--- src/rtl/bcd_digit_counter.sv ---
// Multi-digit BCD up/down counter with prescaled enable, parallel load and a
// time-multiplexed digit output. Define BCD_SAT_EN to saturate instead of wrapping.
module bcd_digit_counter #(
    parameter int DIGITS   = 2,
    parameter int PRESCALE = 1,
    localparam int SW      = (DIGITS > 1) ? $clog2(DIGITS) : 1
) (
    input  logic                  clk,
    input  logic                  rst,
    input  logic                  en,
    input  logic                  up,
    input  logic                  load,
    input  logic [4*DIGITS-1:0]   load_val,
    output logic [4*DIGITS-1:0]   bcd,
    output logic                  carry,
    output logic [SW-1:0]         scan_idx,
    output logic                  w,
    output logic                  x,
    output logic                  y,
    output logic                  z
);

    localparam logic [7:0]    PS_LAST  = 8'(PRESCALE - 1);
    localparam logic [SW-1:0] SCAN_MAX = SW'(DIGITS - 1);

    logic [7:0]           presc_r;
    logic [7:0]           presc_nxt_s;
    logic [4*DIGITS-1:0]  bcd_r;
    logic [4*DIGITS-1:0]  bcd_nxt_s;
    logic [4*DIGITS-1:0]  step_val_s;
    logic [4*DIGITS-1:0]  load_clean_s;
    logic                 wrap_s;
    logic                 chain_s;
    logic                 carry_r;
    logic                 carry_nxt_s;
    logic [SW-1:0]        scan_r;
    logic [SW-1:0]        scan_nxt_s;
    logic [3:0]           sel_digit_s;

    function automatic logic [3:0] sanitize(input logic [3:0] d);
        if (d > 4'd9) begin
            return 4'd0;
        end else begin
            return d;
        end
    endfunction

    // Returns {carry_out, digit}; a stray code above 9 is treated as 9.
    function automatic logic [4:0] digit_inc(input logic [3:0] d, input logic cin);
        if (!cin) begin
            return {1'b0, d};
        end else if (d >= 4'd9) begin
            return {1'b1, 4'd0};
        end else begin
            return {1'b0, d + 4'd1};
        end
    endfunction

    // Returns {borrow_out, digit}.
    function automatic logic [4:0] digit_dec(input logic [3:0] d, input logic bin);
        if (!bin) begin
            return {1'b0, d};
        end else if (d == 4'd0) begin
            return {1'b1, 4'd9};
        end else if (d > 4'd9) begin
            return {1'b0, 4'd9};
        end else begin
            return {1'b0, d - 4'd1};
        end
    endfunction

    // Ripple the +1/-1 through all digits and sanitise the load value.
    always_comb begin
        chain_s      = 1'b1;
        step_val_s   = bcd_r;
        load_clean_s = '0;
        for (int i = 0; i < DIGITS; i++) begin
            if (up) begin
                {chain_s, step_val_s[4*i +: 4]} = digit_inc(bcd_r[4*i +: 4], chain_s);
            end else begin
                {chain_s, step_val_s[4*i +: 4]} = digit_dec(bcd_r[4*i +: 4], chain_s);
            end
            load_clean_s[4*i +: 4] = sanitize(load_val[4*i +: 4]);
        end
        wrap_s = chain_s;
    end

    // Load beats step; the prescaler only moves on enabled, non-load cycles.
    always_comb begin
        presc_nxt_s = presc_r;
        bcd_nxt_s   = bcd_r;
        carry_nxt_s = 1'b0;
        if (load) begin
            presc_nxt_s = 8'd0;
            bcd_nxt_s   = load_clean_s;
        end else if (en) begin
            if (presc_r >= PS_LAST) begin
                presc_nxt_s = 8'd0;
                carry_nxt_s = wrap_s;
`ifdef BCD_SAT_EN
                if (wrap_s) begin
                    bcd_nxt_s = bcd_r;
                end else begin
                    bcd_nxt_s = step_val_s;
                end
`else
                bcd_nxt_s = step_val_s;
`endif
            end else begin
                presc_nxt_s = presc_r + 8'd1;
            end
        end else begin
            presc_nxt_s = presc_r;
        end
    end

    // Free-running digit scan index.
    always_comb begin
        scan_nxt_s = scan_r;
        if (scan_r >= SCAN_MAX) begin
            scan_nxt_s = '0;
        end else begin
            scan_nxt_s = scan_r + SW'(1);
        end
    end

    // Digit mux; indices beyond DIGITS-1 never occur but decode to zero.
    always_comb begin
        sel_digit_s = 4'd0;
        for (int i = 0; i < DIGITS; i++) begin
            if (scan_r == SW'(i)) begin
                sel_digit_s = bcd_r[4*i +: 4];
            end else begin
                sel_digit_s = sel_digit_s;
            end
        end
    end

    // State registers.
    always_ff @(posedge clk or posedge rst) begin
        if (rst) begin
            presc_r <= 8'd0;
            bcd_r   <= '0;
            carry_r <= 1'b0;
            scan_r  <= '0;
        end else begin
            presc_r <= presc_nxt_s;
            bcd_r   <= bcd_nxt_s;
            carry_r <= carry_nxt_s;
            scan_r  <= scan_nxt_s;
        end
    end

    assign bcd          = bcd_r;
    assign carry        = carry_r;
    assign scan_idx     = scan_r;
    assign {w, x, y, z} = sel_digit_s;

endmodule

--- config.mk ---
export PLATFORM = sky130hd
export DESIGN_NAME = bcd_digit_counter
export DESIGN_NICKNAME = d
export VERILOG_FILES = /design/src/rtl/bcd_digit_counter.sv
export SDC_FILE = /design/constraint.sdc
export NUM_CORES = 1
export LEC_CHECK = 0
export ABC_AREA = 1
export CAP_MARGIN = 40
export CORE_UTILIZATION = 52
export CTS_CLUSTER_SIZE = 24
export DETAILED_ROUTE_END_ITERATION = 10
export PLACE_DENSITY = 0.88
export SYNTH_ARGS = -nofsm -noshare
export SYNTH_HDL_FRONTEND = slang
export SYNTH_SLANG_ARGS = --single-unit
--- constraint.sdc ---
create_clock -name clk -period 3.05 [get_ports clk]
set_input_delay 0.4575 -clock clk [delete_from_list [all_inputs] [get_ports clk]]
set_output_delay 0.4575 -clock clk [all_outputs]
set_load 0.005 [all_outputs]
# Word-level counts from Yosys, hierarchy flattened
# Cells that the tools add are included.
[classes]
add_sub_neg = 6
order_cmp = 8
muxes = 25
n_reduce_logical = 7
[op_table]
columns = ["operator", "n"]
rows = [
  ["$mux W8", 6],
  ["$mux W5", 6],
  ["$mux W4", 7],
  ["$gt A4 B4 Y1 const B", 4],
  ["$add A4 B1 Y4 const B", 2],
  ["$add A8 B1 Y8 const B", 1],
  ["$ge A4 B4 Y1 const B", 2],
  ["$ge A8 B1 Y1 const B", 1],
  ["$logic_not A4 Y1", 2],
  ["$sub A4 B1 Y4 const B", 2],
  ["$mux W1", 6],
  ["$reduce_bool A2 Y1", 3],
  ["$reduce_and A3 Y1", 1],
  ["$reduce_and A2 Y1", 1],
  ["$add A1 B1 Y1 const B", 1],
  ["$ge A1 B1 Y1 const B", 1],
]
[word_totals]
ff_bits = 18
in_bits = 13
output_inout_bits = 14
wordCells = 51

# Logic depth before layout (Yosys ltp)
[logic_depth]
ltp_word = 9
ltp_mapped = 11
depth_no_buf = 11

# Worst setup path before layout
# No wires, ideal clock.
[synth_timing]
path_type = "register to register"
from = "register bcd_r[0] (netlist: bcd[0])"
to = "register bcd_r[4] (netlist: bcd[4])"
setup_time_ns = 0.121
arrival_ns = 1.336
t_required_ns = 2.929
path_slack_ns = 1.593
stages_incl_launch_ff = 11
n_path_buf = 0
synth_period_minus_slack_ns = 1.457
cell_sequence = "dfrtp_1 > inv_1 > ha_1 > nand2_4 > nand2_4 > nand2_4 > nand2_4 > nand2_4 > nand2_4 > nor2_1 > a21oi_1"
[synth_between]
elab_chain_cells = 5
word_cells_on_any_way = 7
cone_classes = "1 x order compare; 3 x mux; 3 x reduce/logical"
[synth_rtl]
columns = ["item", "line", "text"]
rows = [
  ["from (decl)", "28", "logic [4*DIGITS-1:0] bcd_r;"],
  ["from (signal assigned)", "148", "bcd_r <= bcd_nxt_s;"],
  ["$ge A4 B4 Y1 / $logic_not A4 Y1 (equally long branches)", "52, 63", ""],
  ["$mux W5, on equally long branches", "52, 63", ""],
  ["$mux W1 *", "78", "if (up) begin"],
  ["$reduce_bool A2 Y1 (no line) *", "--", ""],
  ["$reduce_and A3 Y1 (no line) *", "--", ""],
]
# Mark *: on every way between the ends. The rest lies on a longest branch, timed or not.
# A chain may end at the register's enable or synchronous reset.

# Worst setup path after layout
[layout_timing]
from = "register bcd_r[3] (netlist: bcd[3])"
to = "output w"
[layout_between]
elab_chain_cells = 1
[layout_rtl]
columns = ["item", "line", "text"]
rows = [
  ["$mux W4", "131", "if (scan_r == SW'(i)) begin"],
  ["to (decl)", "17", "output logic w,"],
]
# Every way passes these cells.

==> metrics list <==
- Final clock skew: 2.98 ps
- Number of max-cap violations: 0
- After clock tree synthesis, the setup repair step added 0 buffers.
- Share of the clock period used by the worst path: 0.694
- Total number of H-tree levels: 1
- Final standard cell utilization of the core: 0.743
* Clock latency of the later-clocked register in the worst-skew pair: 270 ps
- The HPWL after detailed placement is 2130 microns.
- Proportion of power drawn by flip-flops and latches: 0.314
- Number of antenna violations at the first check in global routing: 0
- Max clock buf depth: 2
* Cts hold-fix bufs: 0
* Clock root cell: sky130_fd_sc_hd__clkbuf_4
* Setup repair after global routing missed its margin: false
- Leading area contributor after synthesis: sky130_fd_sc_hd__dfrtp_1
* Largest cells by area after synthesis: sky130_fd_sc_hd__dfrtp_1 (24%), sky130_fd_sc_hd__nand2_1 (16%), sky130_fd_sc_hd__ha_1 (7.3%)
- Leakage power: 0.668 nW
* CP Max Fanout: 8
* Total Negative Setup Slacks: 0 ps
- Compared with the post-synthesis result, the final layout area differs by 28.5%.
- The congestion estimate from routability-driven global placement came to 0.837.
- Ratio of cells with drive above 1 in the final layout: 0.0741
- On the worst path, the slowest cell contributes a delay of 520 ps.
* Average wire length per cell after detail routing: 12.9 microns
- Across the VDD grid, the largest voltage drop is 0.314 mV.
* Number of hold violations in the final report: 0
* Type of destination of the critical path: output port
* Number of standard-cell rows in the floorplan: 15
- Entering global routing, the biggest net connects 11 pins.
- CP arrival: 1660 ps
- Setup slack after placement: 885 ps
- Drt drc: 0
* Proportion of synthesized flip-flops having asynchronous set or reset: 1.00
* Number of resized instances in the post-cts repair step: 0
- Synthesis produced 163 cells.
* Number of routed nets with antenna violations: 0
* Series of cell instances along the critical path: inv_1, o21ai_0, clkdlybuf4s50_1
- CTS tree: built
* Timing-limited maximum frequency: 0.472 GHz
- Slowest library cell on the worst path: sky130_fd_sc_hd__dfrtp_1
- Boundary pin count: 27
- Highest-count cells in the layout ignoring fill and taps: sky130_fd_sc_hd__nand2_1 (45), sky130_fd_sc_hd__clkdlybuf4s50_1 (26), sky130_fd_sc_hd__inv_1 (20), sky130_fd_sc_hd__nor2_1 (16), sky130_fd_sc_hd__nand3_1 (15)
- Yosys printed 0 warnings.
- Final global-route overflow total: 0
- The library cell used most frequently in the layout, excluding fill and tap cells, is sky130_fd_sc_hd__nand2_1.
- Critical Setup Path Class: register to output port
- On the final layout, the worst hold slack is 464 ps.
* Pin slew with the least headroom to its limit: 392 ps
- Min Tclk post-route: 2120 ps
- DP Cell Count: 211
- CTS Buf Count: 3
- Vias in the first global route: 1044
- Num Clock Sinks: 10
- Kind of cell adding the most delay to the critical path: buffers and inverters
* Clock network power share: 0.137
* Starting density of the core: 0.578
- Nets in the synthesized netlist: 182
- Switching Fraction: 0.445
- Together, buffers and inverters on the worst path number 2.
* Seq/Total Area, Yosys: 0.243
- In this run the tightest slew margin relative to its limit is 0.738.
* Comb pwr share: 0.550
- After detailed routing, the number of vias per cell comes to 5.49.
* Area inside the core boundary: 1780 sq um
- The detailed router finished its first iteration with 54 violations.
* DIE HEIGHT: 46.5 microns
- Summing over every cut layer, the via total after detailed routing is 1175.
- For this run, the post-layout net count is 210.
* Result of the run: finished, final reports clean
* Total of buffers placed on input and output ports: 26
- The synthesized design contains 0 enable-type register cells.
- Total standard cell area after synthesis: 1030 sq um
- R2R setup slack: 1320 ps
- Across all setup checks in the final design, the least slack found is 933 ps.
* Main flop type after synthesis: sky130_fd_sc_hd__dfrtp_1
* Per-instance average area after synthesis: 6.33 sq um
- Required time of the critical path: 2590 ps
- Hold Crit Class: input port to async pin
* Final Routed Wirelength: 2750 microns
* Setup Viol. Count Final: 0
* Reg clk slew, reported paths: 60 ps
- Counting flops and latches in the post-synthesis netlist gives 10.
- Wire length of the first global-routing pass: 4530 microns
- Switching power: 0.295 mW
- The number of cells on the worst reg-to-reg path is 10.
* Max Transition Viols Final: 0
- Antenna diodes: 0
- Number of standard cells in the layout, taps in and fillers out: 214
* Die Wd: 46.5 microns
- Worst flop-to-flop path startpoint: bcd[0]
- Overall Global Routing Usage: 0.293
- Floorplan die area: 2160 sq um
- Power density cells: 501 nW/um^2
* Number of detailed-route iterations in the first pass: 4
* Number of different library cells in the post-synthesis netlist: 24
- Critical register-to-register path endpoint: bcd[1]
- The worst setup path is launched from a register.
- Post-synth top area share: 0.243
- Internal power comes to 0.368 mW.
[worst max-delay path by stage]
stage	start	endpoint	slack (ps)	cells past startpoint
2_1_floorplan	bcd[0]	bcd[4]	1590	10
3_3_place_gp	load	bcd[4]	1080	8
3_5_place_dp	load	bcd[5]	890	8
4_1_cts	bcd[3]	w	940	3
5_1_grt	bcd[3]	w	860	3
6_report	bcd[3]	w	930	3
[power groups by stage]
stage                     Combinational [mW]  Clock, mW  Sequential, mW
final                                  0.365     0.0906           0.208
after global routing                   0.411     0.0941           0.212
after CTS                              0.363     0.0881           0.206
after detailed placement               0.359          0           0.209
after global placement                 0.346          0           0.206
after floorplan                        0.232          0           0.194
[metal layers]
layer / vias up / routed length, microns / track usage
li1: 581 / - / -
met1: 522 / 1140 / 0.363
met2: 63 / 1380 / 0.517
met3: 9 / 169 / 0.0275
met4: 0 / 65 / 0.106
met5: - / 0 / 0
[flip-flops by register name, indices dropped and copies added, names as in the netlist]
signal and cells:
bcd 8, carry 1, scan_idx 1
[synth_stat cells (3+ instances only)]
cell type,n
sky130_fd_sc_hd__a21oi_1,10
sky130_fd_sc_hd__a31oi_1,4
sky130_fd_sc_hd__dfrtp_1,10
sky130_fd_sc_hd__ha_1,6
sky130_fd_sc_hd__inv_1,20
sky130_fd_sc_hd__nand2_1,45
sky130_fd_sc_hd__nand2_4,6
sky130_fd_sc_hd__nand3_1,15
sky130_fd_sc_hd__nand4_1,3
sky130_fd_sc_hd__nor2_1,16
sky130_fd_sc_hd__o21ai_0,11
sky130_fd_sc_hd__xor2_1,3
[per-stage QoR]
stage / area [sq um] / total power, mW
after floorplan: 1030 / 0.425
after global placement: 1300 / 0.552
after detailed placement: 1300 / 0.568
after CTS: 1330 / 0.657
after global routing: 1330 / 0.717
final: 1330 / 0.663
[logic make-up (layout without fill, tap and decap cells)]
| group | count (synthesis) | count (layout) | synth area share |
|---|---|---|---|
| adder cells (fa/ha/maj) | 6 | 6 | 0.0728 |
| buffers and inverters | 27 | 53 | 0.108 |
| flip-flops | 10 | 10 | 0.243 |
| AO/OA/AOI/OAI | 27 | 27 | 0.140 |
| AND/OR/NAND/NOR | 90 | 90 | 0.411 |
| XOR/XNOR | 3 | 3 | 0.0255 |
[final cells by class]
cell class	count	area (sq um)
flip-flops and latches	10	250
clock buffers	3	22.5
fillers	152	458
well taps	25	31.3
inverters	24	91.3
multi-input cells	126	669
repair buffers	26	260
(Power assumes the default switching activity.)
